==> src/rtl/mac_tx_gmii_pkg.sv <==
// Shared constants, state encoding and CRC-32 helpers for the GMII transmit MAC.
package mac_tx_gmii_pkg;

  localparam logic [7:0]  PREAMBLE_BYTE = 8'h55;
  localparam logic [7:0]  SFD_BYTE      = 8'hD5;
  localparam int unsigned PREAMBLE_LEN  = 7;

  localparam logic [31:0] CRC32_POLY    = 32'h04C11DB7;
  localparam logic [31:0] CRC32_INIT    = '1;
  localparam logic [31:0] CRC32_RESIDUE = 32'hC704DD7B;

  typedef enum logic [3:0] {
    S_IDLE,
    S_PTR_RD,
    S_PTR_LAT,
    S_PRE,
    S_SFD,
    S_DATA,
    S_PAD,
    S_FCS,
    S_IFG,
    S_DROP
  } state_t;

  function automatic logic [31:0] reflect32(input logic [31:0] v);
    logic [31:0] r;
    for (int unsigned i = 0; i < 32; i++) r[i] = v[31-i];
    return r;
  endfunction

  // LSB-first update of the reflected CRC register by one byte.
  function automatic logic [31:0] crc32_byte(input logic [31:0] crc, input logic [7:0] data);
    logic [31:0] c;
    c = crc;
    for (int unsigned i = 0; i < 8; i++) begin
      if (c[0] ^ data[i]) c = (c >> 1) ^ reflect32(CRC32_POLY);
      else                c = c >> 1;
    end
    return c;
  endfunction

endpackage

==> src/rtl/mac_tx_gmii_crc32_d8.sv <==
// Byte-wide reflected CRC-32 register with synchronous re-initialisation.
module crc32_d8
  import mac_tx_gmii_pkg::*;
(
  input  logic        clk,
  input  logic        rstn,
  input  logic        init,
  input  logic        en,
  input  logic [7:0]  data,
  output logic [31:0] crc
);

  always_ff @(posedge clk or negedge rstn) begin
    if (!rstn)     crc <= CRC32_INIT;
    else if (init) crc <= CRC32_INIT;
    else if (en)   crc <= crc32_byte(crc, data);
  end

endmodule

==> src/rtl/mac_tx_gmii.sv <==
// GMII transmit MAC: pops a length descriptor, frames the bytes with
// preamble/SFD, zero padding and FCS, then enforces the inter-frame gap.
module mac_tx_gmii
  import mac_tx_gmii_pkg::*;
#(
  parameter int unsigned IFG_CYCLES = 12,
  parameter int unsigned MIN_LEN    = 60,
  parameter int unsigned MAX_LEN    = 1514
) (
  input  logic        clk,
  input  logic        rstn,
  input  logic        tx_enable,
  input  logic        ptr_fifo_empty,
  output logic        ptr_fifo_rd,
  input  logic [15:0] ptr_fifo_dout,
  output logic        data_fifo_rd,
  input  logic [7:0]  data_fifo_dout,
  output logic [7:0]  gmii_txd,
  output logic        gmii_tx_en,
  output logic        gmii_tx_er,
  output logic [31:0] tx_frame_cnt,
  output logic [15:0] tx_drop_cnt
);

  localparam logic [11:0] MIN_L = 12'(MIN_LEN);
  localparam logic [11:0] MAX_L = 12'(MAX_LEN);
  localparam logic [11:0] IFG_L = 12'(IFG_CYCLES);
  localparam logic [11:0] PRE_L = 12'(PREAMBLE_LEN);

  state_t      state, state_n;
  logic [11:0] cnt, cnt_n;
  logic [11:0] len, len_n;
  logic [7:0]  txd_n;
  logic        txen_n;
  logic        crc_en, crc_init;
  logic [7:0]  crc_din;
  logic [31:0] crc, crc_inv;
  logic        frame_inc, drop_inc;
  logic        unused_desc_bits;

  assign unused_desc_bits = ^ptr_fifo_dout[15:12];
  assign crc_inv          = ~crc;
  assign gmii_tx_er       = 1'b0;

  crc32_d8 u_crc (
    .clk  (clk),
    .rstn (rstn),
    .init (crc_init),
    .en   (crc_en),
    .data (crc_din),
    .crc  (crc)
  );

  always_ff @(posedge clk or negedge rstn) begin
    if (!rstn) state <= S_IDLE;
    else       state <= state_n;
  end

  // Byte reads lead the wire by one cycle: the SFD cycle fetches the first
  // byte and the last DATA cycle fetches nothing.
  always_comb begin
    state_n      = state;
    cnt_n        = cnt;
    len_n        = len;
    txd_n        = '0;
    txen_n       = 1'b0;
    crc_en       = 1'b0;
    crc_init     = 1'b0;
    crc_din      = data_fifo_dout;
    frame_inc    = 1'b0;
    drop_inc     = 1'b0;
    data_fifo_rd = 1'b0;
    ptr_fifo_rd  = 1'b0;
    case (state)
      S_IDLE: if (tx_enable && !ptr_fifo_empty) state_n = S_PTR_RD;
      S_PTR_RD: begin
        ptr_fifo_rd = 1'b1;
        state_n     = S_PTR_LAT;
      end
      S_PTR_LAT: begin
        len_n = ptr_fifo_dout[11:0];
        cnt_n = '0;
        if (ptr_fifo_dout[11:0] == '0) begin
          drop_inc = 1'b1;
          state_n  = S_IDLE;
        end else if (ptr_fifo_dout[11:0] > MAX_L) begin
          state_n = S_DROP;
        end else begin
          state_n = S_PRE;
        end
      end
      S_PRE: begin
        txd_n  = PREAMBLE_BYTE;
        txen_n = 1'b1;
        cnt_n  = cnt + 12'd1;
        if (cnt == PRE_L - 12'd1) begin
          cnt_n   = '0;
          state_n = S_SFD;
        end
      end
      S_SFD: begin
        txd_n        = SFD_BYTE;
        txen_n       = 1'b1;
        data_fifo_rd = 1'b1;
        cnt_n        = '0;
        state_n      = S_DATA;
      end
      S_DATA: begin
        txd_n        = data_fifo_dout;
        txen_n       = 1'b1;
        crc_en       = 1'b1;
        data_fifo_rd = (cnt + 12'd1 < len);
        cnt_n        = cnt + 12'd1;
        if (cnt == len - 12'd1) begin
          if (len < MIN_L) begin
            state_n = S_PAD;
          end else begin
            cnt_n   = '0;
            state_n = S_FCS;
          end
        end
      end
      S_PAD: begin
        txen_n  = 1'b1;
        crc_en  = 1'b1;
        crc_din = '0;
        cnt_n   = cnt + 12'd1;
        if (cnt == MIN_L - 12'd1) begin
          cnt_n   = '0;
          state_n = S_FCS;
        end
      end
      S_FCS: begin
        txd_n  = crc_inv[{cnt[1:0], 3'b000} +: 8];
        txen_n = 1'b1;
        cnt_n  = cnt + 12'd1;
        if (cnt[1:0] == 2'd3) begin
          frame_inc = 1'b1;
          cnt_n     = '0;
          state_n   = S_IFG;
        end
      end
      S_IFG: begin
        crc_init = 1'b1;
        cnt_n    = cnt + 12'd1;
        if (cnt == IFG_L - 12'd1) begin
          cnt_n   = '0;
          state_n = S_IDLE;
        end
      end
      S_DROP: begin
        data_fifo_rd = 1'b1;
        cnt_n        = cnt + 12'd1;
        if (cnt == len - 12'd1) begin
          drop_inc = 1'b1;
          cnt_n    = '0;
          state_n  = S_IDLE;
        end
      end
      default: state_n = S_IDLE;
    endcase
  end

  always_ff @(posedge clk or negedge rstn) begin
    if (!rstn) begin
      cnt          <= '0;
      len          <= '0;
      gmii_txd     <= '0;
      gmii_tx_en   <= 1'b0;
      tx_frame_cnt <= '0;
      tx_drop_cnt  <= '0;
    end else begin
      cnt        <= cnt_n;
      len        <= len_n;
      gmii_txd   <= txd_n;
      gmii_tx_en <= txen_n;
      if (frame_inc)                      tx_frame_cnt <= tx_frame_cnt + 32'd1;
      if (drop_inc && tx_drop_cnt != '1)  tx_drop_cnt  <= tx_drop_cnt + 16'd1;
    end
  end

endmodule

==> config.mk <==
export PLATFORM = sky130hd
export DESIGN_NAME = mac_tx_gmii
export DESIGN_NICKNAME = d
export VERILOG_FILES = /design/src/rtl/mac_tx_gmii_pkg.sv /design/src/rtl/mac_tx_gmii_crc32_d8.sv /design/src/rtl/mac_tx_gmii.sv
export SDC_FILE = /design/constraint.sdc
export NUM_CORES = 1
export LEC_CHECK = 0
export BUFFER_PORTS_ARGS = -buffer_cell sky130_fd_sc_hd__buf_2
export CAP_MARGIN = 20
export CORE_MARGIN = 2
export CORE_UTILIZATION = 40
export DETAILED_ROUTE_END_ITERATION = 7
export PLACE_DENSITY = 0.61
export SETUP_SLACK_MARGIN = 0.02
export SYNTH_ARGS = -nofsm -noshare
export SYNTH_HDL_FRONTEND = slang
export SYNTH_SLANG_ARGS = --single-unit
export TNS_END_PERCENT = 20
==> constraint.sdc <==
create_clock -name clk -period 3.05 [get_ports clk]
set_input_delay 0.61 -clock clk [delete_from_list [all_inputs] [get_ports clk]]
set_output_delay 0.61 -clock clk [all_outputs]
set_load 0.1 [all_outputs]
==> results of run 1 <==
cell type report:
| type | count | area, um2 | share of cell area [%] |
|---|---|---|---|
| Timing Repair Buffer | 126 | 771 | 8.71 |
| Multi-Input combinational cell | 566 | 4110 | 46.5 |
| Tap cell | 225 | 282 | 3.18 |
| Clock buffer | 19 | 453 | 5.12 |
| Inverter | 28 | 108 | 1.22 |
| Clock inverter | 13 | 149 | 1.68 |
| Sequential cell | 117 | 2970 | 33.6 |
power by group:
| part | internal [mW] | total, mW | switching, mW |
|---|---|---|---|
| sequential | 2.10 | 2.53 | 0.421 |
| combinational | 2.45 | 5.82 | 3.37 |
| clock | 1.25 | 2.02 | 0.769 |
worst max-delay path by stage:
| stage | startpoint | end | slack [ns] |
|---|---|---|---|
| after global placement | cnt[0] | data_fifo_rd | -0.06 |
| final | cnt[0] | data_fifo_rd | -0.35 |
| after detailed placement | cnt[0] | data_fifo_rd | -0.10 |
| after CTS | cnt[0] | data_fifo_rd | -0.37 |
| after global routing | cnt[0] | data_fifo_rd | -0.47 |
| after floorplan | cnt[0] | data_fifo_rd | -0.56 |
state kept, by name, summed over array words and instances, names as in the netlist:
| signal | cells |
|---|---|
| tx_frame_cnt | 32 |
| u_crc.crc | 32 |
| tx_drop_cnt | 16 |
| cnt | 12 |
| len | 12 |
| gmii_txd | 8 |
| state | 4 |
| gmii_tx_en | 1 |
placed cells by master, fill, tap and decap left out, drive strengths merged, types with 15 or more instances in the layout:
master	instances
nand2	90
xor2	50
dfstp	32
dfrtp	85
buf	126
nand3	23
o21ai	48
xnor2	90
clkbuf	19
inv	30
a21oi	40
nand4	15
nor2	45
ha	18
nor3	33
logic make-up after synthesis:
group                      synth area share [%]
xor gates and xnor gates                   18.1
other                                    0.0527
adders and majority gates                  3.16
muxes                                      3.15
DFF                                        41.7
buffers and inverters                      3.22
and+or+nand+nor                            18.5
AOI/OAI and AO/OA                          12.1
layer usage:
| metal | vias to the layer above | track usage (%) |
|---|---|---|
| li1 | 2807 | - |
| met1 | 2768 | 27.8 |
| met5 | - | 0 |
| met2 | 158 | 29.9 |
| met4 | 0 | 5.84 |
| met3 | 23 | 4.64 |
repair_timing:
| item | in CTS | in global routing |
|---|---|---|
| hold buffers | 0 | 0 |
| pin swaps | 3 | 5 |
| gates resized for setup | 17 | 16 |
| cloned | 0 | 0 |
| setup endpoints to repair | 1 | 17 |
| setup buffers | 1 | 3 |
==> results_tabular.tex, run 1 <==
\begin{tabular}{lr}
\hline
Metric & Value \\
\hline
\multicolumn{2}{l}{\textbf{Die}} \\
\quad \# rows & 48 \\
\quad Die H & 137 um \\
\quad Top-Level Pins & 88 \\
\quad Initial standard-cell utilization of the core & 41.0\% \\
\quad Die ar. & 0.0189 mm2 \\
\quad Area of the placeable core & 0.0174 mm2 \\
\quad Die extent in x & 137 um \\
\multicolumn{2}{l}{\textbf{Drt}} \\
\quad Detail Route Antenna Nets & 0 \\
\quad Highest Signal Layer & met4 \\
\quad Wl on met1 & 8260 um \\
\quad Number of violations reported at the end of detailed-routing iteration 0 & 285 \\
\quad Routed length on met3 & 993 um \\
\quad Count of TritonRoute iterations in the first routing pass & 5 \\
\quad Average vias per placed instance & 5.26 \\
\quad Met2 Routed Length & 8270 um \\
\quad Routed length per instance & 16.3 um \\
\quad Total vias in the final route & 5756 \\
\quad Final routed DRC violation total & 0 \\
\quad Drt total wl & 17800 um \\
\multicolumn{2}{l}{\textbf{Clock network}} \\
\quad Clock slew at reported path FFs & 0.06 ns \\
\quad Clock root buffer & sky130\_fd\_sc\_hd\_\_clkbuf\_16 \\
\quad Source-to-sink clock delay at the later pin of the worst-skew pair & 0.42 ns \\
\quad Clk sink count & 117 \\
\quad Cts bufs inserted & 17 \\
\quad Clock tree from TritonCTS & yes \\
\quad Maximum clock insertion buffer count & 2 \\
\quad H-Tree Level Count & 4 \\
\multicolumn{2}{l}{\textbf{Placement}} \\
\quad Instance area after placement & 0.00804 mm2 \\
\quad Instance count after placement with tap cells included & 1057 \\
\quad Number of input and output port buffers inserted & 82 \\
\quad RePlAce Congestion & 0.908 \\
\quad Dpl ws & -0.102 ns \\
\quad Placed wire-length estimate after detailed placement & 12800 um \\
\multicolumn{2}{l}{\textbf{Synth}} \\
\quad Commonest cells in the netlist & sky130\_fd\_sc\_hd\_\_nand2\_1, sky130\_fd\_sc\_hd\_\_xnor2\_1, sky130\_fd\_sc\_hd\_\_dfrtp\_1 \\
\quad Synthesis-stage register bit count & 117 \\
\quad Fraction of the yosys area taken by sequential cells & 41.7\% \\
\quad Post-synthesis net count & 787 \\
\quad Top FF cell, synth & sky130\_fd\_sc\_hd\_\_dfrtp\_1 \\
\quad Synthesized instance count & 741 \\
\quad Area share of the largest cell type after synthesis & 29.9\% \\
\quad Top cells by area in the synthesized netlist & sky130\_fd\_sc\_hd\_\_dfrtp\_1, sky130\_fd\_sc\_hd\_\_dfstp\_2, sky130\_fd\_sc\_hd\_\_xnor2\_1 \\
\quad Yosys top cell by area & sky130\_fd\_sc\_hd\_\_dfrtp\_1 \\
\quad Most frequent cell after synthesis & sky130\_fd\_sc\_hd\_\_nand2\_1 \\
\quad Yosys warning count & 0 \\
\quad EDFF count, synth & 0 \\
\quad Cell area after synthesis & 0.00712 mm2 \\
\quad Library cells used by synthesis & 72 \\
\quad Fraction of registers with async set or reset after synthesis & 100\% \\
\quad Avg Inst Size Synth & 9.61 um2 \\
\multicolumn{2}{l}{\textbf{Power}} \\
\quad Power density normalized to cell area & 1170 mW/mm2 \\
\quad IR Drop Worst-Case VDD & 1.36 mV \\
\quad Leakage power of the design & 3.99 nW \\
\quad Overall Power & 10.4 mW \\
\multicolumn{2}{l}{\textbf{Global routing}} \\
\quad Initial antenna violation count & 0 \\
\quad Number of global-route vias before repair & 5492 \\
\quad Wire length of the first global-routing pass & 28600 um \\
\quad Maximum number of pins on one net before global-route repair & 59 \\
\quad Total Routing Usage GR & 19.6\% \\
\quad Total overflow reported by the global router & 0 \\
\multicolumn{2}{l}{\textbf{Critical path}} \\
\quad Type of element capturing the critical path & output pin \\
\quad Reg2Reg Launch Point & len[1] \\
\quad Levels on crit path & 13 \\
\quad Crit path buf inv count & 3 \\
\quad Endpoint of the lowest-slack register-to-register path & state[3] \\
\quad Cell seen most often among critical-path stages & sky130\_fd\_sc\_hd\_\_o21a\_1 \\
\quad Cell type group with the largest total delay on the critical path & compound AO/OA/AOI/OAI gates \\
\quad Maximum fanout along the worst path & 5 \\
\quad Longest individual stage delay on the worst path & 0.45 ns \\
\quad Critical path data required time & 2.44 ns \\
\quad Reg2reg setup slack & 0.18 ns \\
\quad Cell with the largest stage delay on the worst path & sky130\_fd\_sc\_hd\_\_dfrtp\_2 \\
\quad CP Launch Type & flop \\
\quad Crit-path cells & inv\_2 -> ha\_4 -> inv\_4 -> ha\_4 -> nor2b\_1 -> o21a\_1 -> o21a\_1 -> o21a\_1 -> o21a\_1 -> o21ai\_2 -> a211oi\_2 -> nor2\_4 -> buf\_12 \\
\quad Arrival @ worst endpoint & 2.79 ns \\
\quad WS Path Type & reg2out \\
\quad Worst reg-to-reg path cell count & 10 \\
\multicolumn{2}{l}{\textbf{Timing}} \\
\quad Aggregate negative setup slack & -0.350 ns \\
\quad Max Clock Freq & 0.294 GHz \\
\quad Final worst hold slack & 0.121 ns \\
\quad Headroom to the max-slew limit & 57.7\% \\
\quad Final number of setup-violating endpoints & 1 \\
\quad Worst setup skew after layout & 0.00622 ns \\
\quad Final worst setup slack & -0.350 ns \\
\quad Final critical path time including I/O delays and setup & 3.40 ns \\
\quad Transition at the pin with the smallest max-transition slack & 0.632 ns \\
\quad Unrepaired setup endpoints after global routing & yes \\
\quad Hold Violations, Final & 0 \\
\quad Number of max-slew violations in the final report & 0 \\
\quad Final period utilization & 111\% \\
\multicolumn{2}{l}{\textbf{Status}} \\
\quad Failing checks & setup timing \\
\quad Run status & finished, violations left \\
\multicolumn{2}{l}{\textbf{Layout}} \\
\quad Final \#Nets & 902 \\
\quad \# fillers & 1599 \\
\quad Share of post-route cells with drive strength above 1 & 28.9\% \\
\quad Antenna diode instance count & 0 \\
\quad Fin cells & 1094 \\
\quad Finished Core Util & 51.0\% \\
\quad Growth of design area from synthesis to finish & 24.3\% \\
\quad Final standard cell area without fillers & 0.00884 mm2 \\
\multicolumn{2}{l}{\textbf{Flow run}} \\
\quad MaxCap Viol Count & 0 \\
\multicolumn{2}{l}{\textbf{Min path}} \\
\quad Worst hold path type & in2async \\
\hline
\end{tabular}
(Power assumes the default switching activity.)
==> inputs of run 2 (changes only) <==
- CORE_UTILIZATION: 40 -> 53
- PLACE_DENSITY: 0.61 -> 0.77
==> run 2 against run 1 <==
The flow still finishes with violations (setup timing); worst setup slack lost 0.043 ns; sequential power hardly changed; sequential cell count did not move; utilization up 15 points; clock skew grew 0.0059 ns; combinational power barely moved; clock power fell by 6%.
==> results_tabular.tex, run 2 (synthesized netlist as in run 1, its figures left out) <==
\begin{tabular}{lr}
\hline
Metric & Value \\
\hline
\multicolumn{2}{l}{\textbf{Status}} \\
\quad Run status & finished, violations left \\
\quad Failing checks & setup timing \\
\multicolumn{2}{l}{\textbf{Global routing}} \\
\quad Busiest metal layer after global routing & met2 \\
\quad Wire length of the first global-routing pass & 28600 um (about the same) \\
\quad Met3 GRT Util & 6.18\% (+1.5 points) \\
\quad Total overflow reported by the global router & 0 (unchanged) \\
\quad Met1 Resource Use GR & 33.3\% (+5.4 points) \\
\quad Initial antenna violation count & 0 (unchanged) \\
\quad Number of global-route vias before repair & 5780 (+5.2\%) \\
\quad Met2 Use GR & 40.7\% (+11 points) \\
\quad Maximum number of pins on one net before global-route repair & 54 (-8.5\%) \\
\quad Total Routing Usage GR & 25.2\% (+5.6 points) \\
\multicolumn{2}{l}{\textbf{Critical path}} \\
\quad Worst reg-to-reg path cell count & 10 (unchanged) \\
\quad CP Launch Type & flop \\
\quad Cell seen most often among critical-path stages & sky130\_fd\_sc\_hd\_\_o21a\_1 \\
\quad Critical path data required time & 2.44 ns (about the same) \\
\quad Reg2reg setup slack & 0.18 ns (about the same) \\
\quad Maximum fanout along the worst path & 5 (unchanged) \\
\quad Launch point of the worst path & cnt[1] \\
\quad Cell with the largest stage delay on the worst path & sky130\_fd\_sc\_hd\_\_dfrtp\_2 \\
\quad Reg2Reg Launch Point & len[1] \\
\quad Critical path capture point & data\_fifo\_rd \\
\quad Type of element capturing the critical path & output pin \\
\quad Crit-path cells & ha\_4 -> inv\_2 -> ha\_4 -> inv\_1 -> ha\_1 -> o21a\_1 -> o21a\_1 -> o21a\_1 -> o21a\_1 -> o21ai\_2 -> a211oi\_2 -> nor2\_4 -> buf\_12 \\
\quad WS Path Type & reg2out \\
\quad Arrival @ worst endpoint & 2.83 ns (+0.04 ns) \\
\quad Longest individual stage delay on the worst path & 0.45 ns (about the same) \\
\quad Endpoint of the lowest-slack register-to-register path & tx\_drop\_cnt[11] \\
\multicolumn{2}{l}{\textbf{Timing}} \\
\quad Number of max-slew violations in the final report & 0 (unchanged) \\
\quad Final number of setup-violating endpoints & 1 (unchanged) \\
\quad Worst setup skew after layout & 0.0121 ns (+0.00585 ns) \\
\quad Max Clock Freq & 0.290 GHz (-1.2\%) \\
\quad Hold Violations, Final & 0 (unchanged) \\
\quad Final critical path time including I/O delays and setup & 3.44 ns (+0.0430 ns) \\
\quad Final worst setup slack & -0.393 ns (-0.0430 ns) \\
\quad Final worst hold slack & 0.251 ns (+0.131 ns) \\
\quad Final period utilization & 113\% (+1.4 points) \\
\quad Unrepaired setup endpoints after global routing & yes \\
\quad Transition at the pin with the smallest max-transition slack & 0.714 ns (+0.0818 ns) \\
\quad Headroom to the max-slew limit & 52.4\% (-5.3 points) \\
\multicolumn{2}{l}{\textbf{Drt}} \\
\quad Average vias per placed instance & 5.66 (+7.7\%) \\
\quad Number of violations reported at the end of detailed-routing iteration 0 & 515 (+81\%) \\
\quad Drt total wl & 17600 um (-0.75\%) \\
\quad Final routed DRC violation total & 0 (unchanged) \\
\quad Count of TritonRoute iterations in the first routing pass & 5 (unchanged) \\
\quad Total vias in the final route & 5919 (+2.8\%) \\
\quad Routed length per instance & 16.9 um (+3.9\%) \\
\quad Detail Route Antenna Nets & 0 (unchanged) \\
\multicolumn{2}{l}{\textbf{Layout}} \\
\quad Final \#Nets & 902 (unchanged) \\
\quad \# fillers & 1049 (-34\%) \\
\quad Growth of design area from synthesis to finish & 22.3\% \\
\quad Finished Core Util & 66.0\% (+15 points) \\
\quad Share of post-route cells with drive strength above 1 & 28.3\% (-0.58 points) \\
\quad Leading registers by flop count & tx\_frame\_cnt x32, u\_crc.crc x32, tx\_drop\_cnt x16 \\
\quad Commonest cells after routing, fill and taps aside & sky130\_fd\_sc\_hd\_\_nand2\_1, sky130\_fd\_sc\_hd\_\_xnor2\_1, sky130\_fd\_sc\_hd\_\_dfrtp\_1 \\
\quad Antenna diode instance count & 0 (unchanged) \\
\quad Leading cell type in the layout, fill and taps excluded & sky130\_fd\_sc\_hd\_\_nand2\_1 \\
\multicolumn{2}{l}{\textbf{Power}} \\
\quad IR Drop Worst-Case VDD & 1.19 mV (-12\%) \\
\quad Power density normalized to cell area & 1170 mW/mm2 (+0.24\%) \\
\quad Leakage power of the design & 3.99 nW (-0.11\%) \\
\multicolumn{2}{l}{\textbf{Clock network}} \\
\quad Clock slew at reported path FFs & 0.06 ns (about the same) \\
\quad Clock tree from TritonCTS & yes \\
\quad Clock root buffer & sky130\_fd\_sc\_hd\_\_clkbuf\_16 \\
\quad Clk sink count & 117 (unchanged) \\
\quad Source-to-sink clock delay at the later pin of the worst-skew pair & 0.42 ns (about the same) \\
\quad H-Tree Level Count & 4 (unchanged) \\
\quad Cts bufs inserted & 17 (unchanged) \\
\quad Maximum clock insertion buffer count & 2 (unchanged) \\
\quad Hold\_buf cts & 0 (unchanged) \\
\multicolumn{2}{l}{\textbf{Die}} \\
\quad Initial standard-cell utilization of the core & 54.0\% (+13 points) \\
\quad Area of the placeable core & 0.0132 mm2 (-24\%) \\
\quad Die H & 120 um (-13\%) \\
\quad Top-Level Pins & 88 (unchanged) \\
\quad Die extent in x & 120 um (-13\%) \\
\quad \# rows & 42 (-13\%) \\
\quad Die ar. & 0.0144 mm2 (-24\%) \\
\multicolumn{2}{l}{\textbf{Flow run}} \\
\quad MaxCap Viol Count & 0 (unchanged) \\
\multicolumn{2}{l}{\textbf{Placement}} \\
\quad Number of input and output port buffers inserted & 82 (unchanged) \\
\quad Placed wire-length estimate after detailed placement & 12200 um (-5.0\%) \\
\quad RePlAce Congestion & 0.903 (-0.53\%) \\
\multicolumn{2}{l}{\textbf{Min path}} \\
\quad Worst hold path type & in2async \\
\hline
\end{tabular}
[run 2: cell types whose count changed in the layout (fill, tap and decap cells not counted), moves of 2 or more]
cell and delta:
sky130_fd_sc_hd__clkinv_4 -3, sky130_fd_sc_hd__inv_6 -2, sky130_fd_sc_hd__clkinv_2 +6, sky130_fd_sc_hd__clkinvlp_4 -3
sky130_fd_sc_hd__clkbuf_1 +2
[run 2: cell type report]
cell class              instances  area (um2)  area share [%]
flip-flops and latches        117        2970            34.1
repair buffers                126         771            8.85
clock buffers                  22         474            5.45
clock inverters                10        82.6           0.948
well taps                     176         220            2.53
multi-input cells             566        4080            46.9
inverters                      28         105            1.21
[run 2: worst max-delay path: cells and delay by family, from the launching register on]
family / cells / cell delay (ns)
AO/OA/AOI/OAI: 6 / 0.89
adder cells (fa/ha/maj): 3 / 0.68
buffers and inverters: 3 / 0.27
flip-flops: 1 / 0.45
AND/OR/NAND/NOR: 1 / 0.12
[run 2: metrics by stage]
stage | std cells | cell area, um2 | power [mW] | setup WS [ns] | setup TNS (ns)
final | 1045 | 8710 | 10.2 | -0.393 | -0.393
after CTS | 1042 | 8560 | 10.1 | -0.428 | -0.428
after global placement | 1009 | 7980 | 8.03 | -0.0183 | -0.0183
after detailed placement | 1009 | 7980 | 8.10 | -0.0240 | -0.0240
after floorplan | 741 | 7130 | 6.83 | -0.558 | -0.558
after global routing | 1045 | 8710 | 10.9 | -0.518 | -0.518
[run 2: how the worst min path moves through the flow]
stage / from / to / depth (start not counted)
after floorplan: rstn / cnt[0] / 0
after global placement: tx_frame_cnt[31] / tx_frame_cnt[31] / 1
after detailed placement: tx_frame_cnt[31] / tx_frame_cnt[31] / 1
after CTS: rstn / tx_frame_cnt[23] / 1
after global routing: rstn / tx_frame_cnt[23] / 1
final: rstn / tx_frame_cnt[23] / 1
[run 2: where the power goes]
part | switching, mW | internal (mW)
registers | 0.432 | 2.10
clock network | 0.713 | 1.17
logic | 3.37 | 2.44
[run 2: timing repair]
action / in CTS / in global routing
resized for setup: 7 / 22
pin swaps: 2 / 8
endpoints found under the setup margin: 1 / 14
buffers inserted: 1 / 2
cloned: 0 / 0
[run 2: metal layers]
layer,vias up,share of wire [%]
li1,2798,-
met1,2902,44
met2,186,49
met3,33,5.3
met4,0,2.2
met5,-,0
==> inputs of run 3 (changes only) <==
- SKIP_CTS_REPAIR_TIMING: default -> 1
==> run 3 against run 2 <==
Register-to-register slack hardly changed; the flow still finishes with violations (setup timing); clock power hardly changed; utilization increased by 0.16 points; critical path type unchanged; clock-buffer cell count did not move; cell count about the same; critical endpoint unchanged; highest routed layer unchanged; worst hold slack worse by 0.0011 ns; worst setup slack worse by 0.056 ns; clock skew about the same; maximum frequency decreased by 1.6%; power grew 0.15%.
==> results_tabular.tex, run 3 (synthesized netlist as in run 1, its figures left out) <==
\begin{tabular}{lr}
\hline
Metric & Value \\
\hline
\multicolumn{2}{l}{\textbf{Status}} \\
\quad Failing checks & setup timing \\
\quad Run status & finished, violations left \\
\multicolumn{2}{l}{\textbf{Layout}} \\
\quad Final standard cell area without fillers & 0.00873 mm2 (+0.24\%) \\
\quad Antenna diode instance count & 0 (unchanged) \\
\quad Final \#Nets & 901 (-0.11\%) \\
\quad Finished Core Util & 66.2\% (+0.16 points) \\
\quad Leading cell type in the layout, fill and taps excluded & sky130\_fd\_sc\_hd\_\_nand2\_1 \\
\quad Leading registers by flop count & tx\_frame\_cnt x32, u\_crc.crc x32, tx\_drop\_cnt x16 \\
\quad \# fillers & 1047 (-0.19\%) \\
\quad Commonest cells after routing, fill and taps aside & sky130\_fd\_sc\_hd\_\_nand2\_1, sky130\_fd\_sc\_hd\_\_xnor2\_1, sky130\_fd\_sc\_hd\_\_dfrtp\_1 \\
\quad Fin cells & 1044 (-0.096\%) \\
\quad Share of post-route cells with drive strength above 1 & 28.2\% (-0.083 points) \\
\quad Growth of design area from synthesis to finish & 22.6\% \\
\multicolumn{2}{l}{\textbf{Die}} \\
\quad Initial standard-cell utilization of the core & 54.0\% (unchanged) \\
\quad Die extent in x & 120 um (unchanged) \\
\quad Die H & 120 um (unchanged) \\
\quad Top-Level Pins & 88 (unchanged) \\
\quad \# rows & 42 (unchanged) \\
\quad Die ar. & 0.0144 mm2 (unchanged) \\
\quad Area of the placeable core & 0.0132 mm2 (unchanged) \\
\multicolumn{2}{l}{\textbf{Power}} \\
\quad Power density normalized to cell area & 1170 mW/mm2 (about the same) \\
\quad Comb power frac & 56.9\% (about the same) \\
\quad Internal Dissipation & 5.73 mW (+0.18\%) \\
\quad Sequential Power Share & 24.6\% (-0.2 points) \\
\quad P\_sw & 4.52 mW (+0.11\%) \\
\quad Overall Power & 10.2 mW (+0.15\%) \\
\quad Switch share & 44.1\% (about the same) \\
\quad Leakage power of the design & 3.99 nW (about the same) \\
\quad IR Drop Worst-Case VDD & 1.20 mV (+0.34\%) \\
\quad Fraction of power consumed by the clock network & 18.4\% (about the same) \\
\multicolumn{2}{l}{\textbf{Clock network}} \\
\quad H-Tree Level Count & 4 (unchanged) \\
\quad Clock slew at reported path FFs & 0.06 ns (about the same) \\
\quad Maximum clock insertion buffer count & 2 (unchanged) \\
\quad Clock root buffer & sky130\_fd\_sc\_hd\_\_clkbuf\_16 \\
\quad Clock tree from TritonCTS & yes \\
\quad Source-to-sink clock delay at the later pin of the worst-skew pair & 0.42 ns (about the same) \\
\quad Cts bufs inserted & 17 (unchanged) \\
\quad Clk sink count & 117 (unchanged) \\
\multicolumn{2}{l}{\textbf{Drt}} \\
\quad Count of TritonRoute iterations in the first routing pass & 6 (+1) \\
\quad Detail Route Antenna Nets & 0 (unchanged) \\
\quad Final routed DRC violation total & 0 (unchanged) \\
\quad Average vias per placed instance & 5.68 (+0.23\%) \\
\quad Routed length per instance & 16.8 um (-0.39\%) \\
\quad Drt total wl & 17600 um (-0.49\%) \\
\quad Number of violations reported at the end of detailed-routing iteration 0 & 518 (+0.58\%) \\
\quad Total vias in the final route & 5927 (+0.14\%) \\
\multicolumn{2}{l}{\textbf{Placement}} \\
\quad Number of input and output port buffers inserted & 82 (unchanged) \\
\quad RePlAce Congestion & 0.903 (unchanged) \\
\quad Placed wire-length estimate after detailed placement & 12200 um (unchanged) \\
\quad Dpl ws & -0.0240 ns (unchanged) \\
\quad Instance count after placement with tap cells included & 1009 (unchanged) \\
\quad Instance area after placement & 0.00798 mm2 (unchanged) \\
\multicolumn{2}{l}{\textbf{Global routing}} \\
\quad Number of global-route vias before repair & 5782 (+0.035\%) \\
\quad Initial antenna violation count & 0 (unchanged) \\
\quad Wire length of the first global-routing pass & 28600 um (about the same) \\
\quad Total Routing Usage GR & 25.2\% (about the same) \\
\quad Maximum number of pins on one net before global-route repair & 54 (unchanged) \\
\quad Total overflow reported by the global router & 0 (unchanged) \\
\multicolumn{2}{l}{\textbf{Timing}} \\
\quad Hold Violations, Final & 0 (unchanged) \\
\quad Final period utilization & 115\% (+1.8 points) \\
\quad Final worst hold slack & 0.250 ns (-0.00110 ns) \\
\quad Final critical path time including I/O delays and setup & 3.50 ns (+0.0558 ns) \\
\quad Final worst setup slack & -0.449 ns (-0.0558 ns) \\
\quad Worst setup skew after layout & 0.0119 ns (-0.000136 ns) \\
\quad Max Clock Freq & 0.286 GHz (-1.6\%) \\
\quad Number of max-slew violations in the final report & 0 (unchanged) \\
\quad Transition at the pin with the smallest max-transition slack & 0.710 ns (-0.00336 ns) \\
\quad Headroom to the max-slew limit & 52.6\% (+0.22 points) \\
\quad Unrepaired setup endpoints after global routing & yes \\
\quad Final number of setup-violating endpoints & 1 (unchanged) \\
\quad Aggregate negative setup slack & -0.449 ns (-0.0558 ns) \\
\multicolumn{2}{l}{\textbf{Min path}} \\
\quad Worst hold path type & in2async \\
\multicolumn{2}{l}{\textbf{Critical path}} \\
\quad Arrival @ worst endpoint & 2.89 ns (+0.06 ns) \\
\quad CP Launch Type & flop \\
\quad WS Path Type & reg2out \\
\quad Type of element capturing the critical path & output pin \\
\quad Critical path data required time & 2.44 ns (about the same) \\
\quad Maximum fanout along the worst path & 3 (-2) \\
\multicolumn{2}{l}{\textbf{Flow run}} \\
\quad MaxCap Viol Count & 0 (unchanged) \\
\hline
\end{tabular}
-- run 3: final timing paths --
kind	start	end	slack (ns)	cells after the start
hold / removal	rstn	tx_frame_cnt[23]	0.25	1
hold reg to reg	tx_frame_cnt[31]	tx_frame_cnt[31]	0.47	1
setup / recovery	cnt[0]	data_fifo_rd	-0.45	14
max in group asynchronous	rstn	u_crc.crc[19]	2.05	2
min in group clk	data_fifo_dout[1]	gmii_txd[1]	0.42	3
setup reg to reg	len[1]	state[3]	0.17	10
-- run 3: cell type report --
cell class                      instances  area [um2]  share of cell area, %
Timing Repair Buffer                  125         767                   8.79
Tap cell                              176         220                   2.52
Clock buffer                           22         474                   5.43
Multi-Input combinational cell        566        4110                   47.1
Inverter                               28         108                   1.23
Sequential cell                       117        2970                   34.0
Clock inverter                         10        82.6                  0.946
-- run 3: worst max-delay path, cell delays in order, from the launching register on --
cell                       delay [ns]
sky130_fd_sc_hd__dfrtp_1         0.40
sky130_fd_sc_hd__buf_6           0.14
sky130_fd_sc_hd__ha_4            0.16
sky130_fd_sc_hd__inv_4           0.06
sky130_fd_sc_hd__ha_4            0.20
sky130_fd_sc_hd__inv_2           0.07
sky130_fd_sc_hd__ha_4            0.19
sky130_fd_sc_hd__o21a_1          0.10
sky130_fd_sc_hd__o21a_1          0.19
sky130_fd_sc_hd__o21a_1          0.19
sky130_fd_sc_hd__o21a_1          0.20
sky130_fd_sc_hd__o21ai_2         0.15
sky130_fd_sc_hd__a211oi_2        0.10
sky130_fd_sc_hd__nor2_4          0.14
sky130_fd_sc_hd__buf_12          0.18
-- run 3: power by group through the flow --
stage	sequential [mW]	clock (mW)	combinational [mW]
4_1_cts	2.51	1.90	5.66
3_3_place_gp	2.52	0	5.51
2_1_floorplan	2.82	0	4.01
3_5_place_dp	2.53	0	5.57
6_report	2.52	1.89	5.83
5_1_grt	2.58	1.97	6.37
-- run 3: layer usage --
layer / track usage [%] / wire length (um) / up-vias
met5: 0 / 0 / -
met4: 9.04 / 370 / 0
met3: 6.08 / 839 / 31
met2: 40.6 / 8600 / 189
met1: 33.4 / 7750 / 2911
li1: - / - / 2796
